## config.mk

```make
export PLATFORM = sky130hd
export DESIGN_NAME = key_conditioner
export DESIGN_NICKNAME = d
export VERILOG_FILES = /design/src/rtl/key_cond_pkg.sv /design/src/rtl/key_debounce.sv /design/src/rtl/key_conditioner.sv
export SDC_FILE = /design/constraint.sdc
export NUM_CORES = 1
export LEC_CHECK = 0
export BUFFER_PORTS_ARGS = -buffer_cell sky130_fd_sc_hd__buf_4
export CAP_MARGIN = 30
export CORE_MARGIN = 5
export CORE_UTILIZATION = 35
export DETAILED_ROUTE_END_ITERATION = 7
export PLACE_DENSITY = 0.5
export SLEW_MARGIN = 10
export SYNTH_ARGS = -nofsm -noshare
export SYNTH_HDL_FRONTEND = slang
export SYNTH_SLANG_ARGS = --single-unit
```

## constraint.sdc

```tcl
create_clock -name clk2 -period 2.4 [get_ports clk2]
set_clock_uncertainty 0.05 [all_clocks]
set_input_delay 0.36 -clock clk2 [delete_from_list [all_inputs] [get_ports clk2]]
set_output_delay 0.36 -clock clk2 [all_outputs]
set_load 0.005 [all_outputs]
```

## src/rtl/key_cond_pkg.sv

```systemverilog
// Shared types and onehot press encodings for the key conditioner front end.
package key_cond_pkg;

  typedef logic [3:0] key_t;
  typedef logic [1:0] mode_t;

  localparam key_t KEY_NONE = 4'b1111;
  localparam key_t KEY0     = 4'b1110;
  localparam key_t KEY1     = 4'b1101;
  localparam key_t KEY2     = 4'b1011;
  localparam key_t KEY3     = 4'b0111;

  // Lowest set bit of an active-high event vector wins the active-low press code.
  function automatic key_t lowest_press(input logic [3:0] ev);
    key_t k;
    k = KEY_NONE;
    if (ev[3]) k = KEY3;
    if (ev[2]) k = KEY2;
    if (ev[1]) k = KEY1;
    if (ev[0]) k = KEY0;
    return k;
  endfunction

endpackage

```

## src/rtl/key_debounce.sv

```systemverilog
// One-bit synchroniser plus debounce counter; level idles high (key released).
module key_debounce
  import key_cond_pkg::*;
#(
  parameter int DEBOUNCE_CYCLES = 4
) (
  input  logic clk2,
  input  logic rst,
  input  logic raw,
  output logic level
);

  localparam int CW = $clog2(DEBOUNCE_CYCLES);
  localparam logic [CW-1:0] CNT_LAST = CW'(DEBOUNCE_CYCLES - 1);

  logic          sync1;
  logic          sync2;
  logic [CW-1:0] cnt;

  // Level follows sync2 only after it has disagreed for DEBOUNCE_CYCLES samples in a row.
  always_ff @(posedge clk2) begin
    if (!rst) begin
      sync1 <= 1'b1;
      sync2 <= 1'b1;
      level <= 1'b1;
      cnt   <= '0;
    end else begin
      sync1 <= raw;
      sync2 <= sync1;
      if (sync2 == level) begin
        cnt <= '0;
      end else if (cnt == CNT_LAST) begin
        level <= sync2;
        cnt   <= '0;
      end else begin
        cnt <= cnt + 1'b1;
      end
    end
  end

endmodule

```

## src/rtl/key_conditioner.sv

```systemverilog
// Turns raw keys/switches into one-cycle onehot press pulses with latched mode/val.
// Optional auto-repeat while a single key is held: define KEY_AUTOREPEAT_EN.
module key_conditioner
  import key_cond_pkg::*;
#(
  parameter int DEBOUNCE_CYCLES = 4
`ifdef KEY_AUTOREPEAT_EN
  , parameter int REPEAT_DELAY  = 32
  , parameter int REPEAT_PERIOD = 8
`endif
) (
  input  logic        clk2,
  input  logic        rst,
  input  logic [3:0]  key_raw,
  input  logic [17:0] sw_raw,
  output logic [3:0]  key,
  output logic [1:0]  mode,
  output logic [15:0] val,
  output logic        dropped
);

  key_t        level;
  key_t        level_d1;
  logic [17:0] sw_sync1;
  logic [17:0] sw_sync2;
  logic [3:0]  falls;
  logic [3:0]  held;
  logic        accept;
  logic        fire;
  key_t        next_key;
  logic        next_drop;
  mode_t       sw_mode;

  assign sw_mode = sw_sync2[17:16];

  for (genvar i = 0; i < 4; i++) begin : g_deb
    key_debounce #(.DEBOUNCE_CYCLES(DEBOUNCE_CYCLES)) u_deb (
      .clk2  (clk2),
      .rst   (rst),
      .raw   (key_raw[i]),
      .level (level[i])
    );
  end

`ifdef KEY_AUTOREPEAT_EN
  localparam int TW = $clog2(REPEAT_DELAY + 1);
  localparam logic [TW-1:0] RPT_LAST   = TW'(REPEAT_DELAY);
  localparam logic [TW-1:0] RPT_RELOAD = TW'(REPEAT_DELAY - REPEAT_PERIOD + 1);

  logic [3:0]    low;
  logic          one_low;
  logic [TW-1:0] rpt_timer;

  assign low     = ~level;
  assign one_low = (low != 4'b0000) && ((low & (low - 4'd1)) == 4'b0000);

  // Timer is 1 on the pulse cycle, so a repeat lands exactly REPEAT_DELAY cycles later.
  always_ff @(posedge clk2) begin
    if (!rst) begin
      rpt_timer <= '0;
    end else if (!one_low) begin
      rpt_timer <= '0;
    end else if (accept) begin
      rpt_timer <= TW'(1);
    end else if (rpt_timer == RPT_LAST) begin
      rpt_timer <= RPT_RELOAD;
    end else begin
      rpt_timer <= rpt_timer + 1'b1;
    end
  end
`endif

  // A new fall is refused while any other key is already held down.
  always_comb begin
    falls     = level_d1 & ~level;
    held      = ~level_d1 & ~level;
    next_key  = KEY_NONE;
    next_drop = 1'b0;
    accept    = 1'b0;
    fire      = 1'b0;
    if (falls != 4'b0000) begin
      if (held != 4'b0000) begin
        next_drop = 1'b1;
      end else begin
        accept    = 1'b1;
        fire      = 1'b1;
        next_key  = lowest_press(falls);
        next_drop = (falls & (falls - 4'd1)) != 4'b0000;
      end
    end
`ifdef KEY_AUTOREPEAT_EN
    else if (one_low && rpt_timer == RPT_LAST) begin
      fire     = 1'b1;
      next_key = level;
    end
`endif
  end

  always_ff @(posedge clk2) begin
    if (!rst) begin
      sw_sync1 <= '0;
      sw_sync2 <= '0;
      level_d1 <= KEY_NONE;
      key      <= KEY_NONE;
      dropped  <= 1'b0;
      mode     <= '0;
      val      <= '0;
    end else begin
      sw_sync1 <= sw_raw;
      sw_sync2 <= sw_sync1;
      level_d1 <= level;
      key      <= next_key;
      dropped  <= next_drop;
      if (fire) begin
        mode <= sw_mode;
        val  <= sw_sync2[15:0];
      end
    end
  end

endmodule
```

==> results of run 1 <==
-- routing by layer --
layer / share of wire, % / track usage (%)
met1: 50 / 14.6
met2: 43 / 17.2
met3: 5.1 / 3.14
met4: 1.4 / 4.47
met5: 0 / 0
-- sequential cells by signal, indices dropped and copies added (netlist names), 2 cells and up --
register,cells
sw_sync1,18
sw_sync2,18
val,16
g_deb.u_deb.cnt,8
g_deb.u_deb.level,4
g_deb.u_deb.sync1,4
g_deb.u_deb.sync2,4
key,4
level_d1,4
mode,2
-- synthesized netlist by cell type --
| master | n | share of area (%) |
|---|---|---|
| inv_1 | 2 | 0.28 |
| nor2_1 | 3 | 0.41 |
| nor3_1 | 1 | 0.18 |
| and2b_1 | 1 | 0.28 |
| o41ai_4 | 1 | 1.0 |
| xor2_1 | 4 | 1.3 |
| buf_2 | 5 | 0.92 |
| o21ai_1 | 9 | 1.7 |
| o41a_1 | 1 | 0.41 |
| and4b_1 | 4 | 1.5 |
| o211ai_1 | 1 | 0.28 |
| a21o_1 | 1 | 0.28 |
| a221oi_1 | 1 | 0.32 |
| mux2i_1 | 3 | 1.1 |
| o22ai_1 | 1 | 0.23 |
| buf_6 | 2 | 0.83 |
| ha_1 | 4 | 1.8 |
| nand2b_1 | 12 | 2.8 |
| o32ai_1 | 2 | 0.64 |
| nand3_1 | 21 | 3.9 |
| or2_2 | 1 | 0.23 |
| dfxtp_1 | 83 | 61 |
| nor2b_1 | 2 | 0.46 |
| nand4b_1 | 1 | 0.32 |
| or2_1 | 1 | 0.23 |
| a21oi_1 | 19 | 3.5 |
| o21bai_1 | 1 | 0.28 |
| and2_1 | 36 | 8.3 |
| nor4_1 | 1 | 0.23 |
| o21ai_0 | 11 | 2.0 |
| clkbuf_1 | 9 | 1.2 |
| nand2_1 | 5 | 0.69 |
| nor4b_1 | 4 | 1.3 |
-- report_power, final --
group | leakage [nW] | switching, mW | internal [mW]
clock | 0.0885 | 0.480 | 0.481
sequential | 0.679 | 0.00958 | 1.41
combinational | 0.570 | 0.0317 | 0.0451
total | 1.34 | 0.521 | 1.94
-- worst max path at each step --
stage                               startpoint      to  slack [ns]
after global placement    g_deb[0].u_deb.level  val[2]        0.40
after floorplan           g_deb[0].u_deb.level  val[8]        0.83
after detailed placement  g_deb[0].u_deb.level  val[2]        0.36
after global routing      g_deb[0].u_deb.level  val[7]        0.48
final                     g_deb[0].u_deb.level  val[7]        0.62
after CTS                 g_deb[0].u_deb.level  val[7]        0.34
-- cell type report --
| class | count | area [sq um] | area share [%] |
|---|---|---|---|
| clock buffers | 10 | 128 | 3.82 |
| inverters | 2 | 7.51 | 0.224 |
| multi-input cells | 152 | 967 | 28.9 |
| repair buffers | 51 | 387 | 11.6 |
| well taps | 102 | 128 | 3.82 |
| clock inverters | 6 | 66.3 | 1.98 |
| flip-flops and latches | 83 | 1660 | 49.7 |
-- per-stage QoR --
stage	total power [mW]	worst slack, ns	area, sq um	util [%]	cells
6_report	2.46	0.616	3340	43.7	406
5_1_grt	2.57	0.477	3340	43.7	406
4_1_cts	2.50	0.338	3330	43.6	405
3_5_place_dp	1.53	0.363	3140	41.1	389
3_3_place_gp	1.53	0.399	3140	41.1	389
2_1_floorplan	1.49	0.826	2720	-	253
-- worst register-to-register path, delay by kind of cell, from the launching register on --
kind            cells  cell delay [ns]
simple gates        1             0.58
compound gates      3             0.48
flops               1             0.35
buf+inv             1             0.20
-- cell families after synthesis --
kind of cell / count (synthesis)
xor+xnor: 4
compound gates: 48
fa+ha+maj: 4
buf+inv: 18
flops: 83
mux: 3
simple gates: 93
==> results.json, run 1 <==
{
  "status": "completed",
  "max_stage_delay_ns": 0.58,
  "fp-row-count": 32,
  "nFillCells": 752,
  "start_util_pct": 35.5,
  "ys_ff_latch": 83,
  "die_y_um": 98.1,
  "r2r_start": "g_deb[0].u_deb.level",
  "period_share_pct": 74.3,
  "ff2ff_path_depth": 5,
  "antenna_found_initial": 0,
  "synthAdderAreaFrac_pct": 1.84,
  "critPathLaunchType": "register",
  "area_growth_pct": 23.1,
  "synth-xor-area-share_pct": 1.29,
  "worstPathArrival_ns": 1.94,
  "layout_common_cells": "dfxtp_1, buf_4, and2_1",
  "die-area_sq_um": 9630,
  "drt_iter0_drc": 33,
  "min_from": "key_raw[3]",
  "wirelength_um": 5220,
  "grt-ovfl-total": 0,
  "dieWidth_um": 98.1,
  "fmax_mhz": 561,
  "root_buffer": "clkbuf_8",
  "slew_violations": 0,
  "hold_depth": 2,
  "cts_tree": "built",
  "synth_mux_area_share_pct": 1.10,
  "synth_top_family_by_area": "simple AND/OR/NAND/NOR gates",
  "crit_family": "simple AND/OR/NAND/NOR gates",
  "hp-class": "input port to register",
  "cp_num_cells": 5,
  "synth-simple-area-share_pct": 20.7,
  "p_per_area_nw_per_um2": 735,
  "cts_buffers": 9,
  "crit_slowest_cell": "nor2b_1",
  "r2r_end": "val[7]",
  "wl_per_cell_um": 12.9,
  "dp.final_hpwl_um": 3330,
  "core_sq_um": 7650,
  "num-nets-final": 327,
  "ir_worst_vdd_uv": 245,
  "yosysUniqueCellTypes": 33,
  "reg2reg_setup_slack_ns": 0.62,
  "dr_total_vias": 1829,
  "drt_pass1_iterations": 4,
  "holdPathEnd": "g_deb[3].u_deb.sync1",
  "fin_crit_ns": 1.78,
  "cts_max_level": 3,
  "post_cts_resized": 0,
  "syn_area_per_cell_sq_um": 10.7,
  "worstMarginPinSlew_ns": 0.716,
  "grt_pass1_wl_um": 8690,
  "critPathRequiredTime_ns": 2.56,
  "syn_area_sq_um": 2720,
  "power_leakage_nw": 1.34,
  "finalHoldViolations": 0,
  "drive_gt1_share_pct": 22.4,
  "yosysSeqAreaShare_pct": 61.1,
  "path_class": "register to register",
  "boundaryPins": 47,
  "timing.hold.ws_ns": 0.153,
  "worstSkewPairLatency_ns": 0.34,
  "drc": 0,
  "maxCapViolCount": 0,
  "viasPerCell": 4.50,
  "synth.net_count": 281,
  "worstPathMaxFanout": 14,
  "hold_buffers": 0,
  "drtAntennaViolNets": 0,
  "antenna_cells": 0,
  "finalWeightedCongestion": 0.748,
  "finalSetupTns_ns": 0,
  "track_usage_pct": 11.1,
  "path_cells": "nor2b_1 > o41ai_4 > buf_6 > o21ai_0 > a21oi_1",
  "layout_commonest_cell": "dfxtp_1",
  "crit_buf_inv": 1,
  "cts_buffer_depth": 2,
  "setup-violations-final": 0,
  "synth-compound-area-share_pct": 10.6,
  "post-cts-setup-buffers": 0,
  "relSlewSlack_pct": 52.2,
  "yosys_warnings": 0,
  "io_buffers": 46,
  "synthCells": 253,
  "grt_max_degree": 35,
  "rsz0062_at_grt": "false",
  "clk_pin_slew_ns": 0.08,
  "critPathCaptureType": "register",
  "cts.sinks": 83,
  "first_global_vias": 1861
}
Power figures use the tool's default switching activity.
==> inputs of run 2 (changes only) <==
--- a/config.mk
+++ b/config.mk
@@ -10,7 +10,7 @@
 export CORE_MARGIN = 5
 export CORE_UTILIZATION = 35
 export DETAILED_ROUTE_END_ITERATION = 7
-export PLACE_DENSITY = 0.5
+export PLACE_DENSITY = 0.52
 export SLEW_MARGIN = 10
 export SYNTH_ARGS = -nofsm -noshare
 export SYNTH_HDL_FRONTEND = slang
==> constraint.sdc (replaced) <==
create_clock -name clk2 -period 1.6 [get_ports clk2]
set_clock_uncertainty 0.05 [all_clocks]
set_input_delay 0.24 -clock clk2 [delete_from_list [all_inputs] [get_ports clk2]]
set_output_delay 0.24 -clock clk2 [all_outputs]
set_load 0.005 [all_outputs]
==> run 2 against run 1 <==
Register-to-register slack got worse by 0.55 ns; final cell count grew 3.0%; worst setup slack got worse by 0.55 ns; utilization is 1.6 points higher; largest power group unchanged.
==> results.json, run 2 (synthesis results as in run 1) <==
{
  "status": "completed",
  "core_sq_um": 7650,
  "worstPathMaxFanout": 8,
  "period_share_pct": 95.9,
  "setup-violations-final": 0,
  "p_per_area_nw_per_um2": 1060,
  "die-area_sq_um": 9630,
  "track_usage_pct": 11.1,
  "clk_pin_slew_ns": 0.08,
  "maxCapViolCount": 0,
  "layout_commonest_cell": "dfxtp_1",
  "final_util_pct": 45.4,
  "root_buffer": "clkbuf_8",
  "dp.final_hpwl_um": 3410,
  "antenna_cells": 0,
  "drt_pass1_iterations": 4,
  "cts_tree": "built",
  "cts.sinks": 83,
  "cts_max_level": 3,
  "num-nets-final": 340,
  "grt-ovfl-total": 0,
  "die_y_um": 98.1,
  "fin_crit_ns": 1.53,
  "finalPower_mw": 3.69,
  "top_regs": "sw_sync1 x18, sw_sync2 x18, val x16",
  "antenna_found_initial": 0,
  "finalWeightedCongestion": 0.785,
  "start_util_pct": 35.5,
  "drtAntennaViolNets": 0,
  "cts_buffers": 9,
  "drc": 0,
  "finalHoldViolations": 0,
  "fp-row-count": 32,
  "drt_iter0_drc": 35,
  "critPathRequiredTime_ns": 1.83,
  "dp_slack_ns": 0.0449,
  "dieWidth_um": 98.1,
  "fmax_mhz": 652,
  "worstMarginPinSlew_ns": 0.314,
  "cts_buffer_depth": 2,
  "hold_buffers": 0,
  "area_growth_pct": 27.7,
  "power_leakage_nw": 1.41,
  "fin_ws_ns": 0.0653,
  "grt_max_degree": 31,
  "wl_per_cell_um": 12.3,
  "critPathLaunchType": "register",
  "dr_total_vias": 1883,
  "first_global_vias": 1835,
  "worstSkewPairLatency_ns": 0.34,
  "drive_gt1_share_pct": 26.6,
  "wirelength_um": 5130,
  "critPathCaptureType": "register",
  "slew_violations": 0,
  "worstPathArrival_ns": 1.76,
  "hp-class": "input port to register",
  "layout_common_cells": "dfxtp_1, buf_4, and2_1",
  "io_buffers": 46,
  "ir_worst_vdd_uv": 387,
  "viasPerCell": 4.50,
  "rsz0062_at_grt": "true",
  "boundaryPins": 47,
  "path_class": "register to register",
  "relSlewSlack_pct": 79.0,
  "nFillCells": 743,
  "grt_pass1_wl_um": 8610
}
[run 2: cell count changes in the layout (fill, tap and decap cells not counted), sizes merged]
cell | before | now
buf | 51 | 64
clkinvlp | 3 | 2
clkinv | 2 | 3
clkbuf | 10 | 9
[run 2: power by group]
group / internal (mW) / switching, mW / total (mW)
logic: 0.0694 / 0.0462 / 0.116
clock network: 0.714 / 0.729 / 1.44
registers: 2.12 / 0.0139 / 2.13
total: 2.90 / 0.789 / 3.69
[run 2: per-layer routing]
metal / global-route usage (%) / vias up / routed length (um)
li1: - / 977 / -
met2: 15.5 / 40 / 2080
met4: 3.83 / 0 / 55
met5: 0 / - / 0
met3: 4.50 / 5 / 300
met1: 15.6 / 861 / 2690
[run 2: worst max-delay path, stage by stage, from the launching register on]
cell	delay, ns
dfxtp_2	0.33
and2b_2	0.26
o41ai_4	0.35
buf_4	0.18
buf_12	0.10
o21ai_0	0.07
a21oi_1	0.13
[run 2: per-stage QoR]
step | hold slack (ns) | setup TNS [ns] | cell area (sq um) | std cells
after floorplan | 0.280 | 0 | 2720 | 253
after detailed placement | 0.342 | 0 | 3260 | 402
after global routing | 0.0218 | -0.0213 | 3470 | 418
after global placement | 0.340 | 0 | 3260 | 402
after CTS | 0.00877 | 0 | 3450 | 417
final | 0.0266 | 0 | 3470 | 418
[run 2: final timing paths]
path	from	to	slack [ns]	cells after the start
worst max register to register	g_deb[2].u_deb.level	val[5]	0.07	6
worst max-delay path	g_deb[2].u_deb.level	val[5]	0.07	6
worst min-delay path	key_raw[0]	g_deb[0].u_deb.sync1	0.03	2
worst min register to register	g_deb[1].u_deb.sync1	g_deb[1].u_deb.sync2	0.36	1
[run 2: layout make-up]
type	count	area (sq um)	area share, %
clock buffer	9	124	3.57
sequential	83	1660	47.9
tap	102	128	3.68
multi-input combinational	152	971	28.0
clock inverter	6	67.6	1.95
inverter	2	7.51	0.216
timing repair buffer	64	509	14.7
[run 2: timing repair]
item,4_1_cts,5_1_grt
endpoints found under the setup margin,0,9
setup buffers,0,1
endpoints found under the hold margin,0,0
resized for setup,0,5
==> inputs of run 3 (changes only) <==
--- a/config.mk
+++ b/config.mk
@@ -10,8 +10,11 @@
 export CORE_MARGIN = 5
 export CORE_UTILIZATION = 35
 export DETAILED_ROUTE_END_ITERATION = 7
+export HOLD_SLACK_MARGIN = 0.05
 export PLACE_DENSITY = 0.52
+export SKIP_LAST_GASP = 1
 export SLEW_MARGIN = 10
 export SYNTH_ARGS = -nofsm -noshare
 export SYNTH_HDL_FRONTEND = slang
+export SYNTH_HIERARCHICAL = 1
 export SYNTH_SLANG_ARGS = --single-unit
==> run 3 against run 2 <==
Sequential power about the same; flip-flop and latch count unchanged; combinational power increased by 41%; clock-buffer cell count increased by 1; sequential share of layout area increased by 0.17 points; synthesized cell count decreased by 4.0%; total power decreased by 3.4%; register-to-register slack improved by 0.15 ns.
==> results.json, run 3 <==
{
  "cts_buffers": 9,
  "maxCapViolCount": 0,
  "die-area_sq_um": 9380,
  "boundaryPins": 47,
  "drt_pass1_iterations": 4,
  "finalHoldViolations": 0,
  "relSlewSlack_pct": 77.9,
  "num-nets-final": 337,
  "hp-class": "input port to register",
  "p_per_area_nw_per_um2": 1030,
  "first_global_vias": 1628,
  "drt_iter0_drc": 56,
  "grt-ovfl-total": 0,
  "crit_start": "g_deb[2].u_deb/level",
  "yosys_warnings": 6,
  "grt_max_degree": 41,
  "die_y_um": 96.9,
  "power_leakage_nw": 1.38,
  "nFillCells": 722,
  "setup-violations-final": 0,
  "wl_per_cell_um": 10.8,
  "dr_total_vias": 1728,
  "antenna_cells": 0,
  "synth_top_area_share_pct": 62.9,
  "dieWidth_um": 96.9,
  "yosysUniqueCellTypes": 27,
  "status": "completed",
  "wirelength_um": 4430,
  "io_buffers": 46,
  "synthMostInstantiatedCell": "dfxtp_1",
  "slew_violations": 0,
  "cts_max_level": 3,
  "finalWeightedCongestion": 0.735,
  "path_class": "register to register",
  "clk_pin_slew_ns": 0.08,
  "post_cts_resized": 0,
  "critPathCaptureType": "register",
  "synth_top_cells_by_count": "dfxtp_1, and2_1, nand2_1",
  "multi_input_area_sq_um": 916,
  "cts_tree": "built",
  "fin_crit_ns": 1.39,
  "fp-row-count": 31,
  "yosysSeqAreaShare_pct": 62.9,
  "layout_common_cells": "dfxtp_1, buf_4, and2_1",
  "syn_area_sq_um": 2640,
  "period_share_pct": 86.8,
  "worstPathMaxFanout": 36,
  "viasPerCell": 4.19,
  "top_regs": "sw_sync1 x18, sw_sync2 x18, val x16",
  "synth_edf_count": 0,
  "worstPathArrival_ns": 1.60,
  "drc": 0,
  "root_buffer": "clkbuf_8",
  "cts.sinks": 83,
  "dp.final_hpwl_um": 2890,
  "synth.net_count": 271,
  "cts_buffer_depth": 2,
  "critPathLaunchType": "register",
  "antenna_found_initial": 0,
  "yosys-top-cells-area": "dfxtp_1, and2_1, nand3_1, nand2_1, o21ai_0",
  "grt_pass1_wl_um": 7610,
  "rsz0062_at_grt": "false",
  "drtAntennaViolNets": 0,
  "design_area_sq_um": 3450,
  "synth_top_area_cell": "dfxtp_1",
  "ys_async_sr_fraction_pct": 0,
  "track_usage_pct": 9.99,
  "core_sq_um": 7290,
  "syn_area_per_cell_sq_um": 10.9,
  "drive_gt1_share_pct": 22.4,
  "synthCells": 243,
  "min_from": "sw_raw[4]",
  "layout_commonest_cell": "dfxtp_1",
  "register_area_sq_um": 1660,
  "post-cts-setup-buffers": 0,
  "dp_slack_ns": 0.233,
  "start_util_pct": 36.2,
  "critPathRequiredTime_ns": 1.81,
  "ys_ff_latch": 83,
  "placed_area_sq_um": 3110,
  "finalSetupTns_ns": 0,
  "ir_worst_vdd_uv": 384,
  "r2r_start": "g_deb[2].u_deb/level",
  "fin_ws_ns": 0.212,
  "worstMarginPinSlew_ns": 0.332,
  "worstSkewPairLatency_ns": 0.33,
  "synth_flop_cell": "dfxtp_1",
  "area_growth_pct": 30.9,
  "fmax_mhz": 720
}
## run 3: cell count changes in the layout (fill, tap and decap cells not counted), sizes merged, moves of 4 or more
cell	before	now
dlygate4sd3	0	18
xor2	4	0
xnor2	0	4
and4bb	0	4
buf	64	49
nand2	5	25
and4b	4	0
a21oi	19	0
## run 3: layout make-up
class,instances,area share (%)
Clock buffer,10,3.98
Clock inverter,5,0.869
Tap cell,99,3.59
Multi-Input combinational cell,148,26.5
Sequential cell,83,48.1
Timing Repair Buffer,67,17.0
## run 3: metrics by stage
step	hold slack (ns)	utilization (%)	std cells	total power, mW
3_3_place_gp	0.339	42.6	379	2.31
2_1_floorplan	0.252	-	243	2.24
4_1_cts	0.0529	47.2	411	3.62
5_1_grt	0.0507	47.4	412	3.75
3_5_place_dp	0.345	42.6	379	2.31
6_report	0.0706	47.4	412	3.57
## run 3: logic make-up (layout without fill, tap and decap cells)
| logic type | count (synthesis) | in the layout | share of synthesized area [%] |
|---|---|---|---|
| AO/OA/AOI/OAI | 23 | 23 | 4.93 |
| XOR/XNOR | 4 | 4 | 1.33 |
| adder cells (fa/ha/maj) | 4 | 4 | 1.90 |
| buffers and inverters | 12 | 82 | 2.37 |
| flip-flops | 83 | 83 | 62.9 |
| multiplexers | 4 | 4 | 1.52 |
| AND/OR/NAND/NOR | 113 | 113 | 25.0 |
## run 3: per-layer routing
layer  GRT usage (%)  routed length [um]  part of all wire [%]  up-vias
li1                -                   -                     -      941
met2            14.4                1900                    43       37
met1            13.0                2210                    50      745
met4            4.54                  74                   1.7        0
met3            3.96                 250                   5.6        5
met5               0                   0                     0        -
## run 3: final timing paths
| kind | slack (ns) | depth (start not counted) | end |
|---|---|---|---|
| worst max-delay path | 0.21 | 5 | mode[0] |
| worst max register to register | 0.21 | 5 | mode[0] |
| worst min register to register | 0.36 | 1 | g_deb[1].u_deb/sync2 |
| worst min-delay path | 0.07 | 2 | sw_sync1[4] |
## run 3: what timing repair did
action,in CTS,in global routing
hold buffers,17,1
endpoints found under the hold margin,17,1
setup endpoints to repair,0,0
## run 3: power breakdown
group / internal, mW / switching, mW / total, mW / leakage [nW]
Sequential: 2.12 / 0.0137 / 2.13 / 0.679
Clock: 0.589 / 0.681 / 1.27 / 0.0839
Combinational: 0.105 / 0.0586 / 0.164 / 0.617
Total: 2.81 / 0.753 / 3.57 / 1.38
## run 3: critical path, cell delays in order, from the launching register on
cell     delay, ns
dfxtp_1       0.48
o22ai_2       0.17
nor3_4        0.25
buf_12        0.20
nand3_1       0.08
o21ai_0       0.08
